===== config.mk =====
export PLATFORM = sky130hd
export DESIGN_NAME = fwd_scoreboard_unit
export DESIGN_NICKNAME = d
export VERILOG_FILES = /design/src/rtl/fwd_scoreboard_unit.sv
export SDC_FILE = /design/constraint.sdc
export NUM_CORES = 1
export LEC_CHECK = 0
export ABC_CLOCK_PERIOD_IN_PS = 9500
export CORE_MARGIN = 2
export CORE_UTILIZATION = 52
export CTS_BUF_LIST = sky130_fd_sc_hd__clkbuf_4
export CTS_CLUSTER_SIZE = 14
export DETAILED_ROUTE_END_ITERATION = 8
export PLACE_DENSITY = 0.84
export SKIP_LAST_GASP = 1
export SYNTH_ARGS = -nofsm -noshare
export SYNTH_HDL_FRONTEND = slang
export SYNTH_SLANG_ARGS = --single-unit
export TNS_END_PERCENT = 30

===== constraint.sdc =====
create_clock -name clk -period 9.5 [get_ports clk]
set_input_delay 2.85 -clock clk [delete_from_list [all_inputs] [get_ports clk]]
set_output_delay 2.85 -clock clk [all_outputs]
set_load 0.005 [all_outputs]

===== src/rtl/fwd_scoreboard_unit.sv =====
// fwd_scoreboard_unit
//   Operand forwarder plus in-flight result scoreboard, placed between regfile
//   read and EX issue. Each source operand is taken from the youngest matching
//   forwarding bus (index 0 first) or from the regfile. A per-register
//   countdown tracks outstanding multi-cycle results; issue stalls on RAW and
//   WAW hazards against those countdowns.
//
//   Optional feature macro: FWD_STATS_EN adds saturating stall/forward counters.
//
// Ports
//   clk, rst      clock, synchronous active-high reset
//   flush         clear all pending scoreboard entries at the next edge
//   iss_*         op being issued: valid, writes-rd, rd, latency, source addrs
//   rf_data       regfile read data, one DSIZE slot per source
//   fwd_*         forwarding buses: valid, destination address, data
//   opnd_data     resolved operands, one DSIZE slot per source
//   fwd_hit       per-source flag: operand came from a forwarding bus
//   stall         issue refused this cycle
//   stat_stall    (FWD_STATS_EN) count of stall cycles
//   stat_fwd      (FWD_STATS_EN) count of forwarded operands on accepted ops
module fwd_scoreboard_unit #(
  parameter int unsigned DSIZE  = 32,
  parameter int unsigned AWIDTH = 5,
  parameter int unsigned NSRC   = 2,
  parameter int unsigned NFWD   = 2,
  parameter int unsigned MAXLAT = 4,
  parameter int unsigned LW     = $clog2(MAXLAT + 1)
) (
  input  logic                   clk,
  input  logic                   rst,
  input  logic                   flush,
  input  logic                   iss_valid,
  input  logic                   iss_we,
  input  logic [AWIDTH-1:0]      iss_rd,
  input  logic [LW-1:0]          iss_lat,
  input  logic [NSRC*AWIDTH-1:0] iss_rs,
  input  logic [NSRC*DSIZE-1:0]  rf_data,
  input  logic [NFWD-1:0]        fwd_valid,
  input  logic [NFWD*AWIDTH-1:0] fwd_addr,
  input  logic [NFWD*DSIZE-1:0]  fwd_data,
  output logic [NSRC*DSIZE-1:0]  opnd_data,
  output logic [NSRC-1:0]        fwd_hit,
  output logic                   stall
`ifdef FWD_STATS_EN
  ,
  output logic [31:0]            stat_stall,
  output logic [31:0]            stat_fwd
`endif
);

  localparam int unsigned NREG = 2 ** AWIDTH;

  logic [LW-1:0]   cnt_q [NREG];
  logic [LW-1:0]   cnt_d [NREG];
  logic [LW-1:0]   lat_eff;
  logic [NSRC-1:0] raw;
  logic            waw;
  logic            accept;

  // Requested latency clamped to 1..MAXLAT.
  always_comb begin
    if (iss_lat == '0) begin
      lat_eff = LW'(1);
    end else if (32'(iss_lat) > MAXLAT) begin
      lat_eff = LW'(MAXLAT);
    end else begin
      lat_eff = iss_lat;
    end
  end

  // Operand resolution and RAW detection per source.
  always_comb begin
    logic [AWIDTH-1:0] src;
    opnd_data = rf_data;
    fwd_hit   = '0;
    raw       = '0;
    for (int i = 0; i < NSRC; i++) begin
      src = iss_rs[i*AWIDTH +: AWIDTH];
      if (src != '0) begin
        // Walk from oldest to youngest so the lowest matching bus wins.
        for (int k = NFWD - 1; k >= 0; k--) begin
          if (fwd_valid[k] && (fwd_addr[k*AWIDTH +: AWIDTH] == src)) begin
            opnd_data[i*DSIZE +: DSIZE] = fwd_data[k*DSIZE +: DSIZE];
            fwd_hit[i]                  = 1'b1;
          end
        end
        raw[i] = (cnt_q[src] != '0);
      end
    end
  end

  // A new write must not retire before an older one to the same register.
  assign waw    = iss_we && (iss_rd != '0) && (cnt_q[iss_rd] > lat_eff);
  assign stall  = iss_valid && ((|raw) || waw);
  assign accept = iss_valid && !stall;

  always_comb begin
    for (int r = 0; r < NREG; r++) begin
      cnt_d[r] = (cnt_q[r] != '0) ? cnt_q[r] - 1'b1 : '0;
      if (accept && iss_we && (r != 0) && (iss_rd == AWIDTH'(r))) begin
        cnt_d[r] = lat_eff;
      end
      if (flush || (r == 0)) begin
        cnt_d[r] = '0;
      end
    end
  end

  always_ff @(posedge clk) begin
    for (int r = 0; r < NREG; r++) begin
      if (rst) begin
        cnt_q[r] <= '0;
      end else begin
        cnt_q[r] <= cnt_d[r];
      end
    end
  end

`ifdef FWD_STATS_EN
  logic [31:0] hit_cnt;
  logic [32:0] stall_sum;
  logic [32:0] fwd_sum;

  always_comb begin
    hit_cnt = '0;
    for (int i = 0; i < NSRC; i++) begin
      hit_cnt = hit_cnt + 32'(fwd_hit[i]);
    end
    stall_sum = {1'b0, stat_stall} + 33'(stall);
    fwd_sum   = {1'b0, stat_fwd} + (accept ? {1'b0, hit_cnt} : 33'd0);
  end

  // Saturating counters; flush leaves them alone.
  always_ff @(posedge clk) begin
    if (rst) begin
      stat_stall <= '0;
      stat_fwd   <= '0;
    end else begin
      stat_stall <= stall_sum[32] ? 32'hFFFF_FFFF : stall_sum[31:0];
      stat_fwd   <= fwd_sum[32] ? 32'hFFFF_FFFF : fwd_sum[31:0];
    end
  end
`endif

endmodule


# Word level (Yosys, flattened, before mapping)
# Memory sizes are Yosys's and may differ from the RTL's.
# Index checks and enable logic that the tools add are counted.
# word_totals
regBits	0
ram_bits	96
out_inout_bits	67
mem_count	1
# mem_list
memory	depth	width	read_ports	rd_ports_with_merged_regs	wr	line_no	rtl
cnt_q	32	3	34	0	32	53	logic [LW-1:0] cnt_q [NREG];
# classes
addsub	31
order_cmp	2
n_eq_ne	35
muxes	144
n_bitwise	32
reduce_logical	80
# op_table
cell	count
$mux 3	127
$mux 32	6
$reduce_bool 3->1	33
$sub 3x1->3 const B	31
$eq 5x5->1 const B	16
$eq 5x4->1 const B	8
$logic_and 1x1->1	40
$or 1x1->1	32
$eq 5x3->1 const B	4
$eq 5x5->1	4
$reduce_bool 5->1	3
$mux 1	11
$eq 5x2->1 const B	2
$eq 5x1->1 const B	1
$gt 3x3->1	1
$gt 3x3->1 const B	1
$logic_not 3->1	1
$reduce_or 2->1	1
$logic_not 1->1	1
$logic_or 1x1->1	1

# Longest topological paths before layout
# Gate-level depths: netlist (run 1).
# depth
depth_word	14
mapped_depth	17

# Worst setup path after synthesis (run 1)
# Ideal clock, no wire load.
# synth_timing
path_kind	in2out
start	input iss_rd[0]
end	output stall
t_arrival_ps	6258
required_time_ps	6650
setup_slack_ps	392
path_stages	13
n_path_buf	3
path_cell_list	buf_1 mux4_2 mux4_2 mux2_2 ha_1 nor2b_1 o21ai_0 a221oi_1 nand4b_1 o2bb2ai_2 buf_4 buf_2 a21boi_1
# synth_via
elab_chain_cells	5
# synth_rtl
element	line_no	rtl
start, declared	34	input logic [AWIDTH-1:0] iss_rd,
$mem_v2 32x3 / $reduce_bool 5->1 (equally long branches)	--	
$gt 3x3->1 / $logic_and 1x1->1 (equally long branches)	93	assign waw = iss_we && (iss_rd != '0) && (cnt_q[iss_rd] > lat_eff);
$logic_and 1x1->1 (*)	93	
$logic_or 1x1->1 (*)	94	assign stall = iss_valid && ((|raw) || waw);
$logic_and 1x1->1 (*)	94	
end, declared	43	output logic stall
# Mark *: on every way between the ends. The rest lies on a longest branch, timed or not.

# Worst setup path in the final report (run 1)
# layout_timing
start	input iss_rd[1]
end	output stall
# Same word-level chain as after synthesis.

==> results of run 1 <==
==> what timing repair did <==
action | 4_1_cts | 5_1_grt
endpoints found under the setup margin | 0 | 1
gates resized for setup | 0 | 2
hold buffers | 0 | 0
==> area by class of cell <==
cell class	count	area (um2)
clock inverter	6	87.6
sequential	93	1860
timing repair buffer	255	2530
fill	1419	5510
inverter	71	267
multi-input combinational	837	6500
tap	225	282
clock buffer	9	67.6
antenna	3	7.51
==> per-stage QoR <==
stage	power, W	instance area [um2]	utilization	cells	setup slack [ns]
2_1_floorplan	0.000536	9020	-	1076	0.392
3_3_place_gp	0.000682	11400	0.668	1481	0.0522
3_5_place_dp	0.000684	11400	0.668	1481	0.0471
4_1_cts	0.000934	11600	0.677	1496	0.0222
5_1_grt	0.000968	11600	0.678	1499	0.0152
6_report	0.000939	11600	0.678	1499	0.187
==> cell usage after synthesis, types with 4 or more instances <==
master,count,area (um2)
nand4_1,16,100
ha_1,65,813
dfxtp_1,93,1860
xor2_1,16,140
and3_1,5,31.3
dlygate4sd1_1,5,43.8
mux2i_1,98,981
o2bb2ai_1,16,140
a31o_1,11,96.3
buf_2,14,70.1
buf_6,8,90.1
o21ai_0,68,340
a311oi_1,5,43.8
clkbuf_1,35,131
a2111oi_0,4,35.0
or2_2,16,100
nand3_1,11,55.1
nand2_1,170,638
a221oi_1,4,35.0
nand3_4,20,350
a31o_2,4,35.0
a31oi_1,5,31.3
buf_4,4,30.0
nand3_2,8,80.1
nor2_1,74,278
xnor2_1,4,35.0
mux2_4,26,390
inv_1,71,267
a211oi_1,6,45.0
nor2b_1,5,31.3
mux4_2,29,653
buf_1,6,22.5
a21oi_1,54,270
nor4_1,21,131
mux2_2,9,101
nor3_1,35,175
==> worst register-to-register path, delay by kind of cell, from the launching register on <==
kind / cells / cell delay (ns)
flip-flops: 1 / 0.42
AO/OA/AOI/OAI: 4 / 0.71
buffers and inverters: 1 / 0.84
adder cells (fa/ha/maj): 1 / 0.29
AND/OR/NAND/NOR: 3 / 1.06
multiplexers: 3 / 1.25
==> cells by family (layout without fill, tap and decap cells) <==
group / count (synthesis) / after routing / synth area share
buf+inv: 146 / 341 / 0.0792
other cells: 0 / 3 / 0
mux: 163 / 163 / 0.239
compound gates: 196 / 196 / 0.137
xor+xnor: 20 / 20 / 0.0194
simple gates: 393 / 393 / 0.229
flops: 93 / 93 / 0.206
fa+ha+maj: 65 / 65 / 0.0902
==> per-layer routing <==
| metal | up-vias | GRT usage |
|---|---|---|
| li1 | 4209 | - |
| met1 | 4344 | 0.468 |
| met2 | 555 | 0.545 |
| met3 | 69 | 0.0793 |
| met4 | 0 | 0.134 |
| met5 | - | 0 |
==> power groups by stage <==
stage               logic [W]  registers, W  clock network, W
finish               0.000292      0.000391          0.000257
global route         0.000307      0.000391          0.000270
CTS                  0.000287      0.000391          0.000256
detailed placement   0.000285      0.000399                 0
global placement     0.000283      0.000399                 0
floorplan            0.000137      0.000399                 0
==> worst paths after layout <==
check / endpoint / slack, ns
worst max-delay path: stall / 0.19
worst min-delay path: cnt_q[14][0] / 0.63
worst max register to register: cnt_q[14][0] / 4.85
worst min register to register: cnt_q[14][0] / 0.63
==> run metrics, run 1 <==
largest net degree at the start of global routing=66; Synth cell types=61; Final period util=0.980; WL/cell=22.0 um; CP bufs+invs=3; Clock Tree Root=clkbuf_4; pwr/cell area=80.9 nW/um2; CP max-delay cell=clkdlybuf4s50_1; Port Buffers=229; Syn Std Cell Area=9020 um2; Final Setup Violations=0; Final Max Tran Viols=0; Syn Nets=1304; commonest non-fill, non-tap cell in the layout=clkdlybuf4s50_1; Max transition margin=0.267; hold wc startpoint=cnt_q[14][0]; DR WL met2=14900 um; met1 wire length=13200 um; HP Class=reg -> reg; worst-margin pin slew=1.10 ns; GRT Util Overall=0.349; number of flip-flops in the largest register=93; Layout area overhead=28.7%; WL final=32900 um; top_reg_cell synth=dfxtp_1; NetSw=0.000301 W; Internal=0.000638 W; initial antenna violation count=3; Worst Path Arrival=6.46 ns; DR vias/cell=6.12; CP delay by family, top=buffers and inverters; register area share after synthesis=0.206; vias in the first global route=8507; remaining antenna violation count after routing=0; clk_skew=0.0247 ns; DRT Pass-1 Iters=5; Top-Level Pins=230; CP max FO=25; critical path capture point type=output pin; RSZ-0062 raised after global routing=false; row count=48; crit path from=iss_rd[1]; Reg with most FFs=cnt_q; clock tree buffer depth=2; reg2reg path depth=12; final hold viol count=0; worst skew pair latency=0.51 ns; Mean Syn Cell Area=8.38 um2; Die X-Extent=136 um; die area=18400 um2; CP peak stage delay=0.53 ns; post-CTS setup buffer count=0; EDFF count, synth=0; H-tree depth=3; Pleak=4.66 nW; WL met3=3710 um; RePlAce Congestion=0.979; post-route minimum period=9.31 ns; clock power share=0.273; 1st-iter DRT viols=919; Cell Chain, Critical Path=clkdlybuf4s50_1 -> buf_12 -> mux4_2 -> mux4_2 -> mux2_2 -> ha_1 -> nor2b_1 -> o21ai_0 -> a221oi_1 -> nor3_1 -> o2bb2ai_4 -> a21boi_4 -> clkdlybuf4s50_1; Final nets=1495; GRT Residual Overflow=0; Max Cap Violations=0; switch share=0.321; hold path depth=2; drt drc=0; CTS tree=done; worst path required time=6.65 ns; status=complete, no violations; synthesis warning total=0; Initial Util=0.527; commonest cells after routing, fill and taps aside=clkdlybuf4s50_1 (228), nand2_1 (170), mux2i_1 (98); Worst-path clk slew=0.16 ns; first-pass GRT wire length=49100 um; cells after synthesis=1076; hold slack=0.629 ns; die height=136 um; VDD IR-drop max=74.9 uV; via count=9177; Placeable Area=17100 um2; top sig layer=met4; asr flop ratio synth=0; post-DP HPWL=24900 um; share of cells above drive strength 1=0.129; WP depth=13; Clock Sinks=93; Max Fclk=107 MHz; Setup TNS Final=0 ns; Reg power frac=0.416; crit path launch type=input port; RR Startpoint=cnt_q[24][1]; biggest regs=cnt_q: 93 flops; TritonCTS Buffers=9; Logic pwr share=0.311; Yosys reg bits=93; crit path kind=in -> out
(Power assumes the default switching activity.)
==> inputs of run 2 (changes only) <==
--- a/config.mk
+++ b/config.mk
@@ -6,6 +6,7 @@
 export NUM_CORES = 1
 export LEC_CHECK = 0
 export ABC_CLOCK_PERIOD_IN_PS = 9500
+export CAP_MARGIN = 30
 export CORE_MARGIN = 2
 export CORE_UTILIZATION = 52
 export CTS_BUF_LIST = sky130_fd_sc_hd__clkbuf_4
==> run 2 against run 1 <==
  * Sequential cell count did not move
  * Non-clock buffer count rose by 2
  * Critical path depth did not move
  * Sequential share of layout area fell by 0.079 points
  * Critical endpoint unchanged
  * Register-to-register slack improved by 0.44 ns
  * Critical path type unchanged
  * Via count rose by 0.13%
==> run metrics, run 2 (synthesis results as in run 1) <==
status=complete, no violations; first-pass GRT wire length=49100 um (unchanged); Final nets=1497 (+0.13%); Pleak=4.68 nW (+0.55%); post-CTS setup buffer count=0 (unchanged); CP peak stage delay=0.53 ns (about the same); DRT Pass-1 Iters=5 (unchanged); hold slack=0.637 ns (+0.00798 ns); Max Fclk=107 MHz (about the same); GRT Util Overall=0.349 (unchanged); Top-Level Pins=230 (unchanged); Worst Path Arrival=6.47 ns (about the same); drt drc=0 (unchanged); Cell Chain, Critical Path=clkdlybuf4s50_1 -> buf_12 -> mux4_2 -> mux4_2 -> mux2_2 -> ha_1 -> nor2b_1 -> o21ai_0 -> a221oi_1 -> nor3_1 -> o2bb2ai_4 -> a21boi_4 -> clkdlybuf4s50_1; die area=18400 um2 (unchanged); post-route minimum period=9.32 ns (+0.00299 ns); share of cells above drive strength 1=0.130 (+0.00137); Clock Sinks=93 (unchanged); Reg with most FFs=cnt_q; DR vias/cell=6.12 (about the same); CTS tree=done; die height=136 um (unchanged); pwr/cell area=81.2 nW/um2 (+0.29%); CP max-delay cell=clkdlybuf4s50_1; H-tree depth=3 (unchanged); CP max FO=25 (unchanged); Port Buffers=229 (unchanged); Worst-path clk slew=0.15 ns (about the same); Layout area overhead=29.4%; Die X-Extent=136 um (unchanged); row count=48 (unchanged); vias in the first global route=8507 (unchanged); Final period util=0.981 (about the same); crit path kind=in -> out; via count=9189 (+0.13%); Clock Tree Root=clkbuf_4; hold buffers post-CTS=0 (unchanged); final hold viol count=0 (unchanged); clock tree buffer depth=2 (unchanged); critical path capture point type=output pin; commonest non-fill, non-tap cell in the layout=clkdlybuf4s50_1; post-cts resize count=0 (unchanged); Final Setup Violations=0 (unchanged); initial antenna violation count=3 (unchanged); commonest cells after routing, fill and taps aside=clkdlybuf4s50_1 (228), nand2_1 (170), mux2i_1 (98); number of flip-flops in the largest register=93 (unchanged); VDD IR-drop max=74.5 uV (-0.51%); worst skew pair latency=0.51 ns (about the same); largest net degree at the start of global routing=66 (unchanged); crit path launch type=input port; Max transition margin=0.346 (+0.0790); Placeable Area=17100 um2 (unchanged); 1st-iter DRT viols=939 (+2.2%); RePlAce Congestion=0.979 (unchanged); biggest regs=cnt_q: 93 flops; Setup TNS Final=0 ns (unchanged); worst-margin pin slew=0.979 ns (-0.121 ns); worst path required time=6.65 ns (about the same); GRT Residual Overflow=0 (unchanged); remaining antenna violation count after routing=0 (unchanged); WL/cell=22.0 um (+0.19%); HP Class=reg -> reg; WL final=33100 um (+0.39%); clk_skew=0.0288 ns (+0.00415 ns); Initial Util=0.527 (unchanged); TritonCTS Buffers=9 (unchanged); Final Max Tran Viols=0 (unchanged); Max Cap Violations=0 (unchanged); post-DP HPWL=24900 um (unchanged); RSZ-0062 raised after global routing=false
## run 2: cell types whose count changed in the layout (fill, tap and decap cells not counted), sizes merged
cell and delta:
buf +2, diode +1
## run 2: report_power, final
part	internal [W]	total, W	leakage (nW)	switching, W
sequential	0.000390	0.000391	0.749	0.000000380
combinational	0.000148	0.000299	3.85	0.000152
clock	0.000106	0.000257	0.0862	0.000151
total	0.000644	0.000947	4.68	0.000303
## run 2: through the flow
step	instances	power [W]	utilization	worst slack [ns]	cell area, um2
after global placement	1481	0.000682	0.668	0.0522	11400
after global routing	1501	0.000975	0.681	0.0152	11700
after CTS	1496	0.000934	0.677	0.0222	11600
after detailed placement	1481	0.000684	0.668	0.0471	11400
final	1502	0.000947	0.682	0.184	11700
after floorplan	1076	0.000536	-	0.392	9020
## run 2: area by class of cell
class	instances	area, um2
antenna	4	10.0
clock buffer	9	67.6
clock inverter	6	87.6
fill	1411	5450
inverter	71	267
multi-input combinational	837	6500
sequential	93	1860
tap	225	282
timing repair buffer	257	2590
## run 2: metal layers
layer | track usage | vias to the layer above | wire length (um)
met2 | 0.545 | 550 | 14900
li1 | - | 4210 | -
met1 | 0.468 | 4366 | 13200
met4 | 0.134 | 0 | 1110
met3 | 0.0793 | 63 | 3890
met5 | 0 | - | 0
## run 2: final timing paths
kind,slack [ns],depth (start not counted),end,from
setup / recovery,0.18,13,stall,iss_rd[1]
hold / removal,0.64,2,cnt_q[14][0],cnt_q[14][0]
setup reg to reg,5.29,13,cnt_q[14][0],cnt_q[16][1]
hold reg to reg,0.64,2,cnt_q[14][0],cnt_q[14][0]
## run 2: worst max-delay path: cells and delay by family
kind,cells,cell delay [ns]
AO/OA/AOI/OAI,4,0.76
adder cells (fa/ha/maj),1,0.29
buffers and inverters,3,1.22
multiplexers,3,1.09
AND/OR/NAND/NOR,2,0.25
